[config.mk]
export PLATFORM = sky130hd
export DESIGN_NAME = cordic_vectoring_iter
export DESIGN_NICKNAME = d
export VERILOG_FILES = /design/src/rtl/cordic_pkg.sv /design/src/rtl/cordic_vector_stage.sv /design/src/rtl/cordic_vectoring_iter.sv
export SDC_FILE = /design/constraint.sdc
export NUM_CORES = 1
export LEC_CHECK = 0
export BUFFER_PORTS_ARGS = -buffer_cell sky130_fd_sc_hd__buf_2
export CORE_MARGIN = 2
export CORE_UTILIZATION = 46
export CTS_CLUSTER_DIAMETER = 80
export DETAILED_ROUTE_END_ITERATION = 8
export SETUP_SLACK_MARGIN = 0.15
export SKIP_LAST_GASP = 1
export SLEW_MARGIN = 20
export SYNTH_ARGS = -nofsm -noshare
export SYNTH_HDL_FRONTEND = slang
export SYNTH_SLANG_ARGS = --single-unit
[constraint.sdc]
create_clock -name clk -period 12.8 [get_ports clk]
set_input_delay 1.28 -clock clk [delete_from_list [all_inputs] [get_ports clk]]
set_output_delay 1.28 -clock clk [all_outputs]
set_load 0.005 [all_outputs]
[src/rtl/cordic_pkg.sv]
// Shared constants for the iterative vectoring CORDIC: widths, the arctangent
// table, the gain-compensation constant and the FSM state encoding.
package cordic_pkg;

  localparam int INTEGER_WIDTH    = 2;
  localparam int FRACTIONAL_WIDTH = 20;
  localparam int DATA_WIDTH       = INTEGER_WIDTH + FRACTIONAL_WIDTH;
  // One extra integer bit so the angle can reach +/-pi.
  localparam int ANGLE_WIDTH      = DATA_WIDTH + 1;
  localparam int ITERATIONS       = 16;
  localparam int ITER_BITS        = 4;

  localparam logic [ITER_BITS-1:0] ITER_LAST = ITER_BITS'(ITERATIONS - 1);

  // pi/2 with 20 fractional bits.
  localparam logic signed [ANGLE_WIDTH-1:0] PI_HALF = 23'sh1921FB;
  // 1/K for the 16-stage CORDIC gain (K ~= 1.6468), 20 fractional bits.
  localparam logic signed [DATA_WIDTH-1:0]  K_INV   = 22'sh09B74E;

  // FSM state encoding.
  typedef logic [1:0] state_t;
  localparam state_t ST_IDLE  = 2'd0;
  localparam state_t ST_PRE   = 2'd1;
  localparam state_t ST_ITER  = 2'd2;
  localparam state_t ST_SCALE = 2'd3;

  // atan(2^-idx) with 20 fractional bits, truncated toward zero.
  function automatic logic signed [ANGLE_WIDTH-1:0] atan_lut(input logic [ITER_BITS-1:0] idx);
    logic [DATA_WIDTH-1:0] v;
    case (idx)
      4'd0:    v = 22'h0C90FD;
      4'd1:    v = 22'h076B19;
      4'd2:    v = 22'h03EB6E;
      4'd3:    v = 22'h01FD5B;
      4'd4:    v = 22'h00FFAA;
      4'd5:    v = 22'h007FF5;
      4'd6:    v = 22'h003FFE;
      4'd7:    v = 22'h001FFF;
      4'd8:    v = 22'h000FFF;
      4'd9:    v = 22'h0007FF;
      4'd10:   v = 22'h0003FF;
      4'd11:   v = 22'h0001FF;
      4'd12:   v = 22'h0000FF;
      4'd13:   v = 22'h00007F;
      4'd14:   v = 22'h00003F;
      default: v = 22'h00001F;
    endcase
    return {1'b0, v};
  endfunction

endpackage

[src/rtl/cordic_vector_stage.sv]
// One combinational vectoring micro-rotation: drives y toward zero and
// accumulates the rotated angle in z. Both updates use the incoming x and y.
module cordic_vector_stage
  import cordic_pkg::*;
(
  input  logic signed [DATA_WIDTH-1:0]  x_i,
  input  logic signed [DATA_WIDTH-1:0]  y_i,
  input  logic signed [ANGLE_WIDTH-1:0] z_i,
  input  logic        [ITER_BITS-1:0]   shift_i,
  input  logic signed [ANGLE_WIDTH-1:0] atan_i,
  output logic signed [DATA_WIDTH-1:0]  x_o,
  output logic signed [DATA_WIDTH-1:0]  y_o,
  output logic signed [ANGLE_WIDTH-1:0] z_o
);

  logic signed [DATA_WIDTH-1:0] x_sh;
  logic signed [DATA_WIDTH-1:0] y_sh;

  assign x_sh = x_i >>> shift_i;
  assign y_sh = y_i >>> shift_i;

  // Rotate clockwise when y is non-negative, counter-clockwise otherwise.
  always_comb begin
    if (!y_i[DATA_WIDTH-1]) begin
      x_o = x_i + y_sh;
      y_o = y_i - x_sh;
      z_o = z_i + atan_i;
    end else begin
      x_o = x_i - y_sh;
      y_o = y_i + x_sh;
      z_o = z_i - atan_i;
    end
  end

endmodule

[src/rtl/cordic_vectoring_iter.sv]
// Iterative vectoring CORDIC: returns atan2(y,x) and the gain-compensated
// length of (x,y), reusing one micro-rotation stage for 16 cycles.
// Handshake: start (sampled in IDLE) -> busy ... done pulse, valid held.
module cordic_vectoring_iter
  import cordic_pkg::*;
(
  input  logic                          clk,
  input  logic                          rst,
  input  logic                          clk_en,
  input  logic                          start,
  input  logic signed [DATA_WIDTH-1:0]  x_in,
  input  logic signed [DATA_WIDTH-1:0]  y_in,
  output logic signed [ANGLE_WIDTH-1:0] angle,
  output logic        [DATA_WIDTH-1:0]  magnitude,
  output logic                          busy,
  output logic                          done,
  output logic                          valid
);

  state_t                         state_q, state_d;
  logic        [ITER_BITS-1:0]    cnt_q, cnt_d;
  logic signed [DATA_WIDTH-1:0]   x_q, x_d;
  logic signed [DATA_WIDTH-1:0]   y_q, y_d;
  logic signed [ANGLE_WIDTH-1:0]  z_q, z_d;
  logic                           zero_q, zero_d;
  logic signed [ANGLE_WIDTH-1:0]  angle_q, angle_d;
  logic        [DATA_WIDTH-1:0]   mag_q, mag_d;
  logic                           busy_q, busy_d;
  logic                           done_q, done_d;
  logic                           valid_q, valid_d;

  logic signed [DATA_WIDTH-1:0]   x_rot, y_rot;
  logic signed [ANGLE_WIDTH-1:0]  z_rot;
  logic signed [ANGLE_WIDTH-1:0]  atan_cur;
  logic signed [2*DATA_WIDTH-1:0] scaled_prod;
  logic                           unused_prod_bits;

  assign atan_cur = atan_lut(cnt_q);

  cordic_vector_stage u_stage (
    .x_i     (x_q),
    .y_i     (y_q),
    .z_i     (z_q),
    .shift_i (cnt_q),
    .atan_i  (atan_cur),
    .x_o     (x_rot),
    .y_o     (y_rot),
    .z_o     (z_rot)
  );

  // Gain compensation; x stays below 2 so bits above the output width are sign copies.
  assign scaled_prod      = x_q * K_INV;
  assign unused_prod_bits = ^{scaled_prod[2*DATA_WIDTH-1:FRACTIONAL_WIDTH+DATA_WIDTH],
                              scaled_prod[FRACTIONAL_WIDTH-1:0]};

  // State and datapath registers; clk_en low freezes everything.
  always_ff @(posedge clk) begin
    if (rst) begin
      state_q <= ST_IDLE;
      cnt_q   <= '0;
      x_q     <= '0;
      y_q     <= '0;
      z_q     <= '0;
      zero_q  <= 1'b0;
      angle_q <= '0;
      mag_q   <= '0;
      busy_q  <= 1'b0;
      done_q  <= 1'b0;
      valid_q <= 1'b0;
    end else if (clk_en) begin
      state_q <= state_d;
      cnt_q   <= cnt_d;
      x_q     <= x_d;
      y_q     <= y_d;
      z_q     <= z_d;
      zero_q  <= zero_d;
      angle_q <= angle_d;
      mag_q   <= mag_d;
      busy_q  <= busy_d;
      done_q  <= done_d;
      valid_q <= valid_d;
    end
  end

  // Next-state: IDLE -> PRE -> ITER x16 -> SCALE -> IDLE.
  always_comb begin
    state_d = state_q;
    case (state_q)
      ST_IDLE:  if (start) state_d = ST_PRE;
      ST_PRE:   state_d = ST_ITER;
      ST_ITER:  if (cnt_q == ITER_LAST) state_d = ST_SCALE;
      default:  state_d = ST_IDLE;
    endcase
  end

  // Datapath and output updates for each state.
  always_comb begin
    cnt_d   = cnt_q;
    x_d     = x_q;
    y_d     = y_q;
    z_d     = z_q;
    zero_d  = zero_q;
    angle_d = angle_q;
    mag_d   = mag_q;
    busy_d  = busy_q;
    done_d  = 1'b0;
    valid_d = valid_q;
    case (state_q)
      ST_IDLE: begin
        if (start) begin
          x_d     = x_in;
          y_d     = y_in;
          z_d     = '0;
          cnt_d   = '0;
          zero_d  = (x_in == '0) && (y_in == '0);
          busy_d  = 1'b1;
          valid_d = 1'b0;
        end
      end
      ST_PRE: begin
        // Fold the left half-plane onto the right so the iterations converge.
        cnt_d = '0;
        if (x_q[DATA_WIDTH-1]) begin
          if (!y_q[DATA_WIDTH-1]) begin
            x_d = y_q;
            y_d = -x_q;
            z_d = PI_HALF;
          end else begin
            x_d = -y_q;
            y_d = x_q;
            z_d = -PI_HALF;
          end
        end
      end
      ST_ITER: begin
        x_d   = x_rot;
        y_d   = y_rot;
        z_d   = z_rot;
        cnt_d = cnt_q + 4'd1;
      end
      default: begin
        // The all-zero vector has no defined angle; report a clean zero result.
        if (zero_q) begin
          angle_d = '0;
          mag_d   = '0;
        end else begin
          angle_d = z_q;
          mag_d   = scaled_prod[FRACTIONAL_WIDTH +: DATA_WIDTH];
        end
        done_d  = 1'b1;
        valid_d = 1'b1;
        busy_d  = 1'b0;
      end
    endcase
  end

  assign angle     = angle_q;
  assign magnitude = mag_q;
  assign busy      = busy_q;
  assign done      = done_q;
  assign valid     = valid_q;

endmodule

==> results_dict.tcl <==
set metrics [dict create \
    wirelength_routed_um 69190 \
    rr_startpoint "x_q[7]$_SDFFE_PP0P_" \
    postLayoutCoreUtil_pct 49.89 \
    cpPeakStageDelay_ns 0.88 \
    post_synth.cell_area_avg_um2 8.576 \
    timing.max_cap.violations 0 \
    syn_nets 3155 \
    worst_case_setup_slack_after_placement_ns 5.038 \
    fin_nets 3175 \
    post_synth_inst_count 2608 \
    ys_top_cells_by_area "fa_1, ha_1, dfxtp_1, inv_1, xnor2_1" \
    cellPowerDensity_nw_per_um2 191.1 \
    first_global_vias 18900 \
    cts.reportedPaths.clkPinSlew_ns 0.07 \
    initial_utilization_pct 46.75 \
    design_area_um2 23870 \
    timing_worst_slew_pin_value_ns 1.074 \
    worstSkewPairLatency_ns 0.50 \
    period_share_pct 61.12 \
    cp_max_fo 17 \
    worstRegToRegCells 25 \
    floorplan.die.width_um 224.5 \
    hp-start "z_q[0]$_SDFFE_PP0P_" \
    synth_enable_flop_cells 0 \
    clock-root-buffer "clkbuf_16" \
    detailed_place_hpwl_um 54680 \
    synth_unique_cells 83 \
    routed_wire_length_per_instance_um 21.24 \
    synthesis.yosys.warnings 0 \
    detailedRoute.firstPassIterationCount 5 \
    timing_hold_violations_final 0 \
    rsz0062_at_grt "no" \
    layout-drive-gt1-share_pct 8.822 \
    route.antenna.remaining_nets 0 \
    clock_tree.buffer_depth 2 \
    rrSetupSlack_ns 4.98 \
    skew_ns 0.01804 \
    cts.sinks 142 \
    cts_post_setup_buffers_inserted 0 \
    ys_seq_elements 142 \
    timing.hold.worst.class "reg2reg" \
    layout_commonest_cell "inv_1" \
    final_max_slew_viol_count 0 \
    grt_start_max_net_pins 96 \
    dr_total_vias 18870 \
    worst-setup-path-type "reg2reg" \
    report.final.setup_viol 0 \
    p_leak_nw 11.51 \
    dominant_cell_type_by_count_on_the_critical_path "inv_1" \
    detail_route.vias_per_cell 5.791 \
    drc_marker_count_from_the_first_detailed_route_iteration 1546 \
    post_dp_cell_area_um2 23280 \
    grt-ovfl-total 0 \
    most_used_cells_in_the_layout_excluding_fill_and_tap_cells "inv_1, ha_1, nor2_1, fa_1, a21oi_1" \
    reg2reg_to "magnitude[21]$_SDFFE_PP0P_" \
    core_region_area_um2 47850 \
    holdPathStages 2 \
    clock_tree_from_tritoncts "built" \
    synth_seq_area_share_pct 12.71 \
    h_tree_levels 4 \
    mappedNetlistArea_um2 22370 \
    worst_hold_slack_ns 0.4606 \
    synth_top_cell_area_share_pct 19.15 \
    critical_path_arrival_ns 8.21 \
    vdd_drop_max_mv 0.2832 \
    cts-resized-gates 0 \
    fin_tns_setup_ns 0 \
    floorplan.die_area_um2 50400 \
    time_the_final_worst_path_needs_with_i_o_delays_and_setup_ns 7.823 \
    grt_first_pass_wirelength_um 109100 \
    slowest_stage "dfxtp_1" \
    critical-path-top-delay-family "adder cells" \
    antenna_found_initial 6 \
    multiInputGateArea_um2 17500 \
    cp_data_required_time_ns 13.18 \
    remaining_drc_errors 0 \
    synth.largest_area_cell "fa_1" \
    gp_routability_congestion 0.9804 \
    ys_dominant_reg_cell "dfxtp_1" \
    max_freq_mhz 127.8 \
    worstPathBufferInverterCount 7 \
    seqCellArea_um2 2854 \
    global_route.usage.total_pct 28.33 \
    hold_end "z_q[0]$_SDFFE_PP0P_" \
    tritoncts_buffer_count 17 \
    place_inst 3224 \
    syn2layout_area_growth_pct 6.729 \
    relSlewSlack_pct 28.37 \
    placement_rows 80 \
    design_power_total_mw 4.562 \
    floorplan.io_pins 96 \
    finish.cell_count_without_fillers 3258 \
    filler_cell_count 4581 \
    worstSetupEndpointType "flop" \
    cts_hold_buffers 0 \
    synthArstFlopShare_pct 0 \
    final_critical_path_setup_slack_ns 4.977 \
    status "finished, final reports clean" \
    die_h_um 224.5 \
    numPortBuffers 95 \
    timing.critical_path.from_type "flop" \
]
[flip-flops by register name, indices dropped and copies added (netlist names)]
name / cells
atan_cur: 20
x_q: 22
magnitude: 22
valid: 1
angle: 23
busy: 1
zero_q: 1
z_q: 23
cnt_q: 4
state_q: 2
done: 1
y_q: 22
[worst register-to-register path, cell delays in order (launching register included)]
cell	delay (ns)
dfxtp_1	0.88
inv_1	0.23
ha_1	0.44
inv_1	0.09
fa_1	0.53
inv_1	0.05
fa_1	0.50
inv_1	0.05
fa_1	0.47
inv_1	0.05
fa_1	0.50
fa_1	0.55
inv_1	0.05
fa_1	0.50
inv_1	0.04
ha_1	0.32
nand2_1	0.11
nor4_1	0.41
a32oi_1	0.20
a41oi_1	0.75
nand3_1	0.22
nand3_1	0.18
nand2_1	0.09
o21ai_0	0.21
xnor2_1	0.10
a22o_1	0.18
[cell type report]
| cell class | instances | share of cell area, % |
|---|---|---|
| multi-input combinational | 1942 | 73.31 |
| clock buffer | 20 | 1.871 |
| inverter | 409 | 6.431 |
| timing repair buffer | 116 | 2.663 |
| antenna | 2 | 0.02097 |
| sequential | 142 | 11.96 |
| tap | 615 | 3.223 |
| clock inverter | 12 | 0.5294 |
[how the worst max path moves through the flow]
stage	cells past startpoint	startpoint	to
5_1_grt	24	x_q[9]$_SDFFE_PP0P_	magnitude[21]$_SDFFE_PP0P_
3_3_place_gp	23	x_q[11]$_SDFFE_PP0P_	magnitude[21]$_SDFFE_PP0P_
2_1_floorplan	22	x_q[21]$_SDFFE_PP0P_	magnitude[16]$_SDFFE_PP0P_
6_report	25	x_q[7]$_SDFFE_PP0P_	magnitude[21]$_SDFFE_PP0P_
4_1_cts	23	x_q[9]$_SDFFE_PP0P_	magnitude[21]$_SDFFE_PP0P_
3_5_place_dp	23	x_q[9]$_SDFFE_PP0P_	magnitude[21]$_SDFFE_PP0P_
[synth_stat cells, drive strengths merged (20+ instances only)]
cell type	number
clkbuf	88
nand3	38
nor3	57
ha	285
nand2	127
a21o	40
mux2i	20
a31oi	27
nor4	25
mux4	46
fa	214
nor3b	24
xnor2	140
inv	408
o21ai	91
nor2	235
xor2	45
dfxtp	142
a221oi	32
buf	27
o21a	24
a21oi	201
[power breakdown]
part	internal [mW]	total [mW]	leakage, nW	switching (mW)
Clock	0.277	0.521	0.273	0.244
Combinational	1.45	3.51	10.1	2.06
Sequential	0.462	0.530	1.15	0.0676
[routing by layer]
layer / up-vias / wire (um) / GRT usage, %
met2: 626 / 31700 / 45.19
li1: 8941 / - / -
met3: 96 / 4305 / 5.029
met5: - / 48 / 0
met4: 8 / 2208 / 9.977
met1: 9195 / 30930 / 38.70
[cells by family after synthesis]
kind of cell    Yosys count  synth area share (%)
simple gates            614                 13.10
mux                      81                 6.383
fa+ha+maj               499                 35.10
xor+xnor                186                 7.345
flops                   142                 12.71
buf+inv                 524                 9.225
compound gates          562                 16.14
Power figures use the tool's default switching activity.
